`src/rtl/uart_rx_if.sv`:
```
// Receive-side byte handshake between the UART receiver and its consumer.
// The receiver (master) presents rx_data/out_valid. The consumer (slave)
// answers with out_ready.
interface uart_rx_if;
    logic [7:0] rx_data;
    logic       out_valid;
    logic       out_ready;

    modport master (
        output rx_data,
        output out_valid,
        input  out_ready
    );

    modport slave (
        input  rx_data,
        input  out_valid,
        output out_ready
    );
endinterface

```
`src/rtl/uart_rx.sv`:
```
// UART receiver, 8 data bits, no parity, 1 stop bit, 16x oversampling.
// The line is synchronized, sampled at bit centres by a free-running tick
// and assembled LSB first. Completed bytes are offered on a valid/ready
// handshake. A bad stop bit produces a frame_error pulse. A byte that
// arrives while the previous one is still unconsumed produces an overrun
// pulse.
module uart_rx #(
    parameter int CLK_FREQUENCY = 50_000_000,
    parameter int BAUD_RATE     = 115_200,
    // Only 16 is supported: the bit-centre arithmetic below assumes it.
    parameter int OVERSAMPLE    = 16
) (
    input  logic      clk,
    input  logic      rst,          // asynchronous, active low
    input  logic      rx,
    uart_rx_if.master out_if,
    output logic      frame_error,
    output logic      overrun,
    output logic      busy
);

    // Clocks per sample tick (floor). It must be at least 1.
    localparam int DIV   = CLK_FREQUENCY / (BAUD_RATE * OVERSAMPLE);
    localparam int DIV_W = (DIV > 1) ? $clog2(DIV) : 1;

    localparam logic [DIV_W-1:0] DIV_LAST = DIV_W'(DIV - 1);

    typedef enum logic [2:0] {
        S_IDLE      = 3'd0,
        S_START     = 3'd1,
        S_DATA      = 3'd2,
        S_STOP      = 3'd3,
        S_WAIT_HIGH = 3'd4
    } state_t;

    // Line synchronizer. Both flops rest at the idle level.
    logic             r_rx_meta;
    logic             r_rx_sync;

    // Sample tick generator.
    logic [DIV_W-1:0] r_div_cnt;
    logic             w_tick;

    // FSM and datapath.
    state_t           r_state;
    state_t           w_next_state;
    logic [3:0]       r_tick_cnt;
    logic [2:0]       r_bit_idx;
    logic [7:0]       r_shift;

    // Datapath controls decoded from the state.
    logic             w_cnt_clr;
    logic             w_cnt_inc;
    logic             w_idx_clr;
    logic             w_idx_inc;
    logic             w_shift_en;
    logic             w_byte_done;
    logic             w_frame_err;

    // Output stage.
    logic [7:0]       r_rx_data;
    logic             r_out_valid;
    logic             r_frame_error;
    logic             r_overrun;
    logic             r_busy;
    logic             w_xfer;
    logic             w_load;

    // Two-flop synchronizer for the asynchronous serial line.
    always_ff @(posedge clk or negedge rst) begin
        if (!rst) begin
            r_rx_meta <= 1'b1;
            r_rx_sync <= 1'b1;
        end else begin
            r_rx_meta <= rx;
            r_rx_sync <= r_rx_meta;
        end
    end

    // Free-running sample-tick divider. It is not realigned to frames.
    always_ff @(posedge clk or negedge rst) begin
        if (!rst) begin
            r_div_cnt <= '0;
        end else if (r_div_cnt == DIV_LAST) begin
            r_div_cnt <= '0;
        end else begin
            r_div_cnt <= r_div_cnt + DIV_W'(1);
        end
    end

    assign w_tick = (r_div_cnt == DIV_LAST);

    // FSM state register.
    always_ff @(posedge clk or negedge rst) begin
        if (!rst) begin
            r_state <= S_IDLE;
        end else begin
            r_state <= w_next_state;
        end
    end

    // FSM next-state logic.
    always_comb begin
        w_next_state = r_state;
        case (r_state)
            S_IDLE: begin
                if (!r_rx_sync) begin
                    w_next_state = S_START;
                end else begin
                    w_next_state = S_IDLE;
                end
            end
            S_START: begin
                // Re-check the line at the middle of the start bit. A high
                // line here means a glitch, so the FSM goes back to idle.
                if (w_tick && (r_tick_cnt == 4'd7)) begin
                    w_next_state = r_rx_sync ? S_IDLE : S_DATA;
                end else begin
                    w_next_state = S_START;
                end
            end
            S_DATA: begin
                if (w_tick && (r_tick_cnt == 4'd15) && (r_bit_idx == 3'd7)) begin
                    w_next_state = S_STOP;
                end else begin
                    w_next_state = S_DATA;
                end
            end
            S_STOP: begin
                // A low stop bit means the line may be held in break, so
                // the FSM waits for it to go high before hunting again.
                if (w_tick && (r_tick_cnt == 4'd15)) begin
                    w_next_state = r_rx_sync ? S_IDLE : S_WAIT_HIGH;
                end else begin
                    w_next_state = S_STOP;
                end
            end
            S_WAIT_HIGH: begin
                if (r_rx_sync) begin
                    w_next_state = S_IDLE;
                end else begin
                    w_next_state = S_WAIT_HIGH;
                end
            end
            default: begin
                w_next_state = S_IDLE;
            end
        endcase
    end

    // FSM output decode: datapath strobes and completion events.
    always_comb begin
        w_cnt_clr   = 1'b0;
        w_cnt_inc   = 1'b0;
        w_idx_clr   = 1'b0;
        w_idx_inc   = 1'b0;
        w_shift_en  = 1'b0;
        w_byte_done = 1'b0;
        w_frame_err = 1'b0;
        case (r_state)
            S_IDLE: begin
                w_cnt_clr = 1'b1;
                w_idx_clr = 1'b1;
            end
            S_START: begin
                if (w_tick) begin
                    if (r_tick_cnt == 4'd7) begin
                        w_cnt_clr = 1'b1;
                        w_idx_clr = 1'b1;
                    end else begin
                        w_cnt_inc = 1'b1;
                    end
                end else begin
                    w_cnt_inc = 1'b0;
                end
            end
            S_DATA: begin
                if (w_tick) begin
                    if (r_tick_cnt == 4'd15) begin
                        w_cnt_clr  = 1'b1;
                        w_shift_en = 1'b1;
                        w_idx_inc  = 1'b1;
                    end else begin
                        w_cnt_inc = 1'b1;
                    end
                end else begin
                    w_cnt_inc = 1'b0;
                end
            end
            S_STOP: begin
                if (w_tick) begin
                    if (r_tick_cnt == 4'd15) begin
                        w_cnt_clr = 1'b1;
                        if (r_rx_sync) begin
                            w_byte_done = 1'b1;
                        end else begin
                            w_frame_err = 1'b1;
                        end
                    end else begin
                        w_cnt_inc = 1'b1;
                    end
                end else begin
                    w_cnt_inc = 1'b0;
                end
            end
            S_WAIT_HIGH: begin
                w_cnt_clr = 1'b1;
            end
            default: begin
                w_cnt_clr = 1'b1;
                w_idx_clr = 1'b1;
            end
        endcase
    end

    // Tick counter, bit index and LSB-first shift register.
    always_ff @(posedge clk or negedge rst) begin
        if (!rst) begin
            r_tick_cnt <= 4'd0;
            r_bit_idx  <= 3'd0;
            r_shift    <= 8'h00;
        end else begin
            if (w_cnt_clr) begin
                r_tick_cnt <= 4'd0;
            end else if (w_cnt_inc) begin
                r_tick_cnt <= r_tick_cnt + 4'd1;
            end else begin
                r_tick_cnt <= r_tick_cnt;
            end

            if (w_idx_clr) begin
                r_bit_idx <= 3'd0;
            end else if (w_idx_inc) begin
                r_bit_idx <= r_bit_idx + 3'd1;
            end else begin
                r_bit_idx <= r_bit_idx;
            end

            if (w_shift_en) begin
                r_shift <= {r_rx_sync, r_shift[7:1]};
            end else begin
                r_shift <= r_shift;
            end
        end
    end

    // The consumer takes the current byte this cycle.
    assign w_xfer = r_out_valid & out_if.out_ready;
    // A new byte is accepted only if the holding register is free or is
    // being emptied this cycle. Otherwise the old byte wins.
    assign w_load = w_byte_done & (~r_out_valid | w_xfer);

    // Output holding register, handshake state and event pulses.
    always_ff @(posedge clk or negedge rst) begin
        if (!rst) begin
            r_rx_data     <= 8'h00;
            r_out_valid   <= 1'b0;
            r_frame_error <= 1'b0;
            r_overrun     <= 1'b0;
            r_busy        <= 1'b0;
        end else begin
            if (w_load) begin
                r_rx_data   <= r_shift;
                r_out_valid <= 1'b1;
            end else if (w_xfer) begin
                r_rx_data   <= r_rx_data;
                r_out_valid <= 1'b0;
            end else begin
                r_rx_data   <= r_rx_data;
                r_out_valid <= r_out_valid;
            end
            r_overrun     <= w_byte_done & ~w_load;
            r_frame_error <= w_frame_err;
            // Registered copy of the state decode, so busy follows the
            // state register on the same edge.
            r_busy        <= (w_next_state != S_IDLE);
        end
    end

    assign out_if.rx_data   = r_rx_data;
    assign out_if.out_valid = r_out_valid;
    assign frame_error      = r_frame_error;
    assign overrun          = r_overrun;
    assign busy             = r_busy;

endmodule

```
`src/flat_wrapper.sv`:
```
// flat-port wrapper written by rule: the top's interface ports become plain ports
module uart_rx_flat 
#(
    parameter int CLK_FREQUENCY = 50_000_000,
    parameter int BAUD_RATE     = 115_200,
                                                                        
    parameter int OVERSAMPLE    = 16
)
  (clk, rst, rx, frame_error, overrun, busy, out_if_rx_data, out_if_out_valid, out_if_out_ready);
  uart_rx_if out_if_i ();
  input  logic clk;
  input  logic rst;
  input  logic rx;
  output logic frame_error;
  output logic overrun;
  output logic busy;
  output wire logic [$bits(out_if_i.rx_data)-1:0] out_if_rx_data;
  output wire logic [$bits(out_if_i.out_valid)-1:0] out_if_out_valid;
  input wire logic [$bits(out_if_i.out_ready)-1:0] out_if_out_ready;
  assign out_if_rx_data = out_if_i.rx_data;
  assign out_if_out_valid = out_if_i.out_valid;
  assign out_if_i.out_ready = out_if_out_ready;
  uart_rx #(.CLK_FREQUENCY(CLK_FREQUENCY), .BAUD_RATE(BAUD_RATE), .OVERSAMPLE(OVERSAMPLE)) u_core (.clk(clk), .rst(rst), .rx(rx), .out_if(out_if_i), .frame_error(frame_error), .overrun(overrun), .busy(busy));
endmodule
```
`config.mk`:
```
export PLATFORM = sky130hd
export DESIGN_NAME = uart_rx_flat
export DESIGN_NICKNAME = d
export VERILOG_FILES = /design/src/rtl/uart_rx_if.sv /design/src/rtl/uart_rx.sv /design/src/flat_wrapper.sv
export SDC_FILE = /design/constraint.sdc
export NUM_CORES = 1
export LEC_CHECK = 0
export ABC_AREA = 1
export ABC_CLOCK_PERIOD_IN_PS = 1400
export BUFFER_PORTS_ARGS = -buffer_cell sky130_fd_sc_hd__clkbuf_2
export CORE_UTILIZATION = 50
export CTS_CLUSTER_SIZE = 8
export DETAILED_ROUTE_END_ITERATION = 16
export GPL_TIMING_DRIVEN = 0
export PLACE_DENSITY = 0.72
export REMOVE_ABC_BUFFERS = 1
export SYNTH_ARGS = -nofsm -noshare
export SYNTH_HDL_FRONTEND = slang
export SYNTH_SLANG_ARGS = --single-unit
export TNS_END_PERCENT = 10
```
`constraint.sdc`:
```
create_clock -name clk -period 1.4 [get_ports clk]
set_input_delay 0.28 -clock clk [delete_from_list [all_inputs] [get_ports clk]]
set_output_delay 0.28 -clock clk [all_outputs]
set_load 0.005 [all_outputs]
```
# Word level (Yosys, flattened, before mapping)
# Index checks and enable logic that the tools add are counted.
# W data, S select, Z words.
# totals
regBits,37
inputBits,4
out_inout_bits,12
wordCells,73
# op_classes
addsub,3
n_eq_ne,8
muxes,34
bitwise_logic,6
reduce_logical,10
# op_table
cell,n
$mux W1,21
$mux W3,5
$pmux W3 S5,1
$mux W4,2
$eq A3 B2 Y1 const B,2
$eq A3 B3 Y1 const B,2
$pmux W1 S2,3
$reduce_bool A2 Y1,3
$add A5 B1 Y5 const B,1
$eq A5 B5 Y1 const B,1
$mux W5,1
$add A4 B1 Y4 const B,1
$eq A4 B3 Y1 const B,1
$eq A4 B4 Y1 const B,1
$add A3 B1 Y3 const B,1
$and A1 B1 Y1,3
$eq A3 B1 Y1 const B,1
$logic_and A1 B1 Y1,3
$logic_not A3 Y1,1
$reduce_bool A3 Y1,1
$reduce_or A3 Y1,1
$mux W2,1
$not A1 Y1,2
$reduce_or A2 Y1,1
$or A1 B1 Y1,1

# Longest topological paths before layout
# depth
depth_word,7
depth_mapped,10

# Least setup slack after synthesis
# No wires, ideal clock.
# synth_timing
kind,register -> register
startpoint,register u_core.r_div_cnt[0]
endpoint,register u_core.r_rx_data[5] (netlist: u_core.out_if.rx_data[5])
arrival_time_ns,1.330
required_ns,1.283
slack_ns,-0.047
stages_incl_launch_ff,11
n_path_buf,1
period_less_slack_ns,1.447
path_cell_list,dfrtp_1 > inv_1 > ha_1 > nand2_2 > nor2_8 > nand2_4 > clkinv_2 > nand3_4 > buf_6 > nand2_2 > o21ai_2
# synth_between
elab_chain_len,4
# synth_lines
item,line_no,rtl
from (decl),uart_rx.sv:41,logic [DIV_W-1:0] r_div_cnt;
from (signal assigned),uart_rx.sv:87,r_div_cnt <= r_div_cnt + DIV_W'(1);
$eq A5 B5 Y1,uart_rx.sv:91,assign w_tick = (r_div_cnt == DIV_LAST);
$mux W1,uart_rx.sv:191,if (w_tick) begin
$mux W1,uart_rx.sv:160,case (r_state)
$and A1 B1 Y1,uart_rx.sv:251,assign w_load = w_byte_done & (~r_out_valid | w_xfer);
to (signal assigned),uart_rx.sv:263,r_rx_data <= r_shift;
to (signal assigned),uart_rx.sv:266,r_rx_data <= r_rx_data;
to (signal assigned),uart_rx.sv:269,r_rx_data <= r_rx_data;
to (decl),uart_rx.sv:61,logic [7:0] r_rx_data;
# Every way passes these cells.
# A chain may end at the register's enable or synchronous reset.

# Worst setup path after layout
# layout_timing
startpoint,register u_core.r_div_cnt[1]
endpoint,register u_core.r_tick_cnt[0]
# layout_between
elab_chain_len,4
# layout_lines
item,line_no,rtl
$eq A5 B5 Y1 (*),uart_rx.sv:91,
$mux W1 (on tied branches),"uart_rx.sv:178, uart_rx.sv:166",
$pmux W1 S2,uart_rx.sv:160,
$mux W4 / $reduce_bool A2 Y1 (equally long branches),n/a,
to (signal assigned),uart_rx.sv:226,r_tick_cnt <= r_tick_cnt + 4'd1;
to (signal assigned),uart_rx.sv:228,r_tick_cnt <= r_tick_cnt;
to (decl),uart_rx.sv:47,logic [3:0] r_tick_cnt;
# Every way passes the cells marked *; elsewhere a longest branch is shown, timed or not.

==> impl_metrics.yaml <==
global_route:
  grt_pass1_wl_um: 5333
  grt_pass1_vias: 1247
  grt_overflow: 0
  antenna_found_initial: 0
  grt_usage_pct: 20.12
  grt_max_degree: 38
sta:
  hold_viol: 0
  skew_ps: 14.84
  fin_setup_tns_ps: -1401
  fin_ws_ps: -111.5
  whs_ps: 51.49
  worst_pin_slew_ps: 894.4
  timing.fmax_ghz: 0.6616
  finalCritPeriodShare_pct: 108.0
  fin_crit_ps: 1512
  slew_headroom_pct: 40.37
  rsz0062_at_grt: "yes"
  setup_viol: 24
  slew_viol_final: 0
worst_setup_path:
  endpoint_kind: "register"
  cp_cell_sequence: "ha_4 -> nand2_4 -> nor2_8 -> buf_6 -> buf_4 -> nand3_2 -> nand2_2 -> nor2_4 -> nand2_1 -> nor2_1"
  reg2reg_to: "u_core.r_tick_cnt[0]$_DFFE_PN0P_"
  critPathBufInv: 2
  rrSetupSlack_ps: -110
  start_kind: "register"
  max_stage_delay_ps: 440
  worstPathArrival_ps: 1760
  critPathSlowestCell: "dfrtp_1"
  cp.required_ps: 1650
  cp_top_family: "simple AND/OR/NAND/NOR gates"
  r2r_cells: 10
  worst-setup-path-type: "register to register"
  worstPathMaxFanout: 4
  r2r_start: "u_core.r_div_cnt[1]$_DFF_PN0_"
final_layout:
  multi_input_area_um2: 802.0
  seq_area_um2: 928.4
  diodes: 0
  final_cell_count_no_fill: 276
  final_core_util_pct: 63.43
  layout_commonest_cell: "nand2_1"
  syn_to_final_growth_pct: 20.92
  nNetsFinal: 238
  fillers: 303
  drive_above_1_share_pct: 28.70
  final_cell_mix: "43 x nand2_1, 35 x dfrtp_1, 25 x inv_1, 21 x nor2_1, 15 x clkbuf_2"
clocking:
  cts_htree_levels: 2
  cts_buffers: 5
  clk_path_buf_depth: 2
  clk_latency_ps: 330
  clkSinkCount: 37
  clkTransAtPathRegs_ps: 110
  cts_tree: "yes"
  clock-root-buffer: "clkbuf_4"
floorplanning:
  die-area_um2: 3770
  ioPinCount: 16
  fp-row-count: 21
  fp.dieH_um: 61.40
  start_util_pct: 52.46
  core_um2: 3363
  die-width_um: 61.40
drt:
  drc: 0
  postRouteAntennaNets: 0
  drt-initial-drc-count: 71
  viasPerCell: 4.899
  drt-total-wl_um: 3256
  drt-pass1-iter-count: 4
  route.vias.total: 1352
  wl_per_cell_um: 11.80
yosys:
  syn_area_um2: 1764
  ys_types: 23
  synth-seq-cells: 37
  avgSynthCellArea_um2: 8.910
  yosysSeqAreaShare_pct: 52.62
  yosysWarnings: 0
  syn-instance-count: 198
place:
  hpwlAfterDp_um: 1998
  gp_congestion: 0.8307
  portBuffers: 15
  placed_cells: 256
  dp_slack_ps: -317.6
status:
  outcome: "complete, but fails checks"
  violations: "setup timing"
job:
  cap_violations: 0
min_path:
  hold_class: "input port to asynchronous set/reset pin"
pwr:
  p_per_area_nw_per_um2: 757.2
  ir_worst_vdd_mv: 0.5202
  leakage_nw: 1.057
## repair_timing
action | 4_1_cts | 5_1_grt
buffers inserted | 6 | 4
cloned | 1 | 0
hold endpoints to repair | 0 | 1
pin swaps | 6 | 12
hold buffers | 0 | 1
resized for setup | 10 | 18
endpoints found under the setup margin | 28 | 29
## per-layer routing
| layer | up-vias | wire length [um] | track usage (%) | share of wire [%] |
|---|---|---|---|---|
| met4 | 0 | 17 | 8.889 | 0.52 |
| met3 | 2 | 90 | 5.252 | 2.8 |
| li1 | 691 | - | - | - |
| met2 | 13 | 1641 | 33.70 | 50 |
| met5 | - | 0 | 0 | 0 |
| met1 | 646 | 1507 | 24.62 | 46 |
## layout make-up
cell class                 instances  area share [%]
clock buffer                       7           2.111
clock inverter                     1          0.2346
inverter                          27           4.985
multi-input combinational        132           37.60
sequential                        37           43.52
tap                               46           2.698
timing repair buffer              26           8.856
## cells in the mapped netlist
| library cell | count | area (um^2) |
|---|---|---|
| ha_1 | 5 | 62.56 |
| buf_4 | 1 | 7.510 |
| o22ai_1 | 1 | 6.260 |
| dfstp_2 | 2 | 52.55 |
| o21ai_2 | 8 | 70.07 |
| nor2_8 | 2 | 40.04 |
| nand3_1 | 15 | 75.07 |
| inv_1 | 26 | 97.59 |
| nor3_1 | 1 | 5.000 |
| clkinv_2 | 1 | 5.000 |
| nor2_4 | 1 | 11.26 |
| nand2_2 | 6 | 37.54 |
| a21oi_1 | 7 | 35.03 |
| nor3_2 | 1 | 10.01 |
| nor2_1 | 23 | 86.33 |
| nand4_1 | 3 | 18.77 |
| nand2_1 | 46 | 172.7 |
| nand3_4 | 1 | 17.52 |
| o21ai_0 | 10 | 50.05 |
| buf_6 | 1 | 11.26 |
| buf_2 | 1 | 5.000 |
| dfrtp_1 | 35 | 875.8 |
| nand2_4 | 1 | 11.26 |
## power by group
part / internal (mW) / total (mW) / switching [mW]
combinational: 0.00516 / 0.0281 / 0.0229
sequential: 1.07 / 1.08 / 0.00221
clock: 0.196 / 0.512 / 0.316
## kinds of logic after synthesis
group	after synthesis	share of synthesized area [%]
buf+inv	30	7.162
flops	37	52.62
compound gates	26	9.149
fa+ha+maj	5	3.546
simple gates	100	27.52
## how the worst max path moves through the flow
| stage | startpoint | endpoint | slack [ps] | cells past startpoint |
|---|---|---|---|---|
| floorplan | u_core.r_div_cnt[0]$_DFF_PN0_ | u_core.out_if.rx_data[0]$_DFFE_PN0P_ | -120 | 9 |
| global placement | u_core.r_div_cnt[0]$_DFF_PN0_ | u_core.out_if.rx_data[0]$_DFFE_PN0P_ | -310 | 9 |
| detailed placement | u_core.r_div_cnt[0]$_DFF_PN0_ | u_core.out_if.rx_data[2]$_DFFE_PN0P_ | -320 | 9 |
| CTS | u_core.r_div_cnt[0]$_DFF_PN0_ | u_core.busy$_DFF_PN0_ | -130 | 9 |
| global route | u_core.r_div_cnt[0]$_DFF_PN0_ | u_core.r_bit_idx[0]$_DFFE_PN0P_ | -230 | 9 |
| finish | u_core.r_div_cnt[1]$_DFF_PN0_ | u_core.r_tick_cnt[0]$_DFFE_PN0P_ | -110 | 10 |
## state kept, by name (all words and copies together), names as in the netlist
signal	flops
u_core.r_state	3
u_core.r_shift	8
u_core.r_div_cnt	5
u_core.overrun	1
u_core.out_if.rx_data	8
u_core.busy	1
u_core.r_rx_meta	1
u_core.frame_error	1
u_core.out_if.out_valid	1
u_core.r_bit_idx	3
u_core.r_rx_sync	1
u_core.r_tick_cnt	4
## through the flow
step / total power, mW / instance area (um^2)
after global placement: 1.124 / 1873
after global routing: 1.696 / 2133
final: 1.615 / 2133
after CTS: 1.641 / 2018
after floorplan: 1.098 / 1740
after detailed placement: 1.123 / 1873
## worst register-to-register path, delay by kind of cell (launching register included)
family	cells	cell delay, ps
adders and majority gates	1	180
buffers and inverters	2	250
DFF	1	440
and+or+nand+nor	7	560
Power figures use the tool's default switching activity.
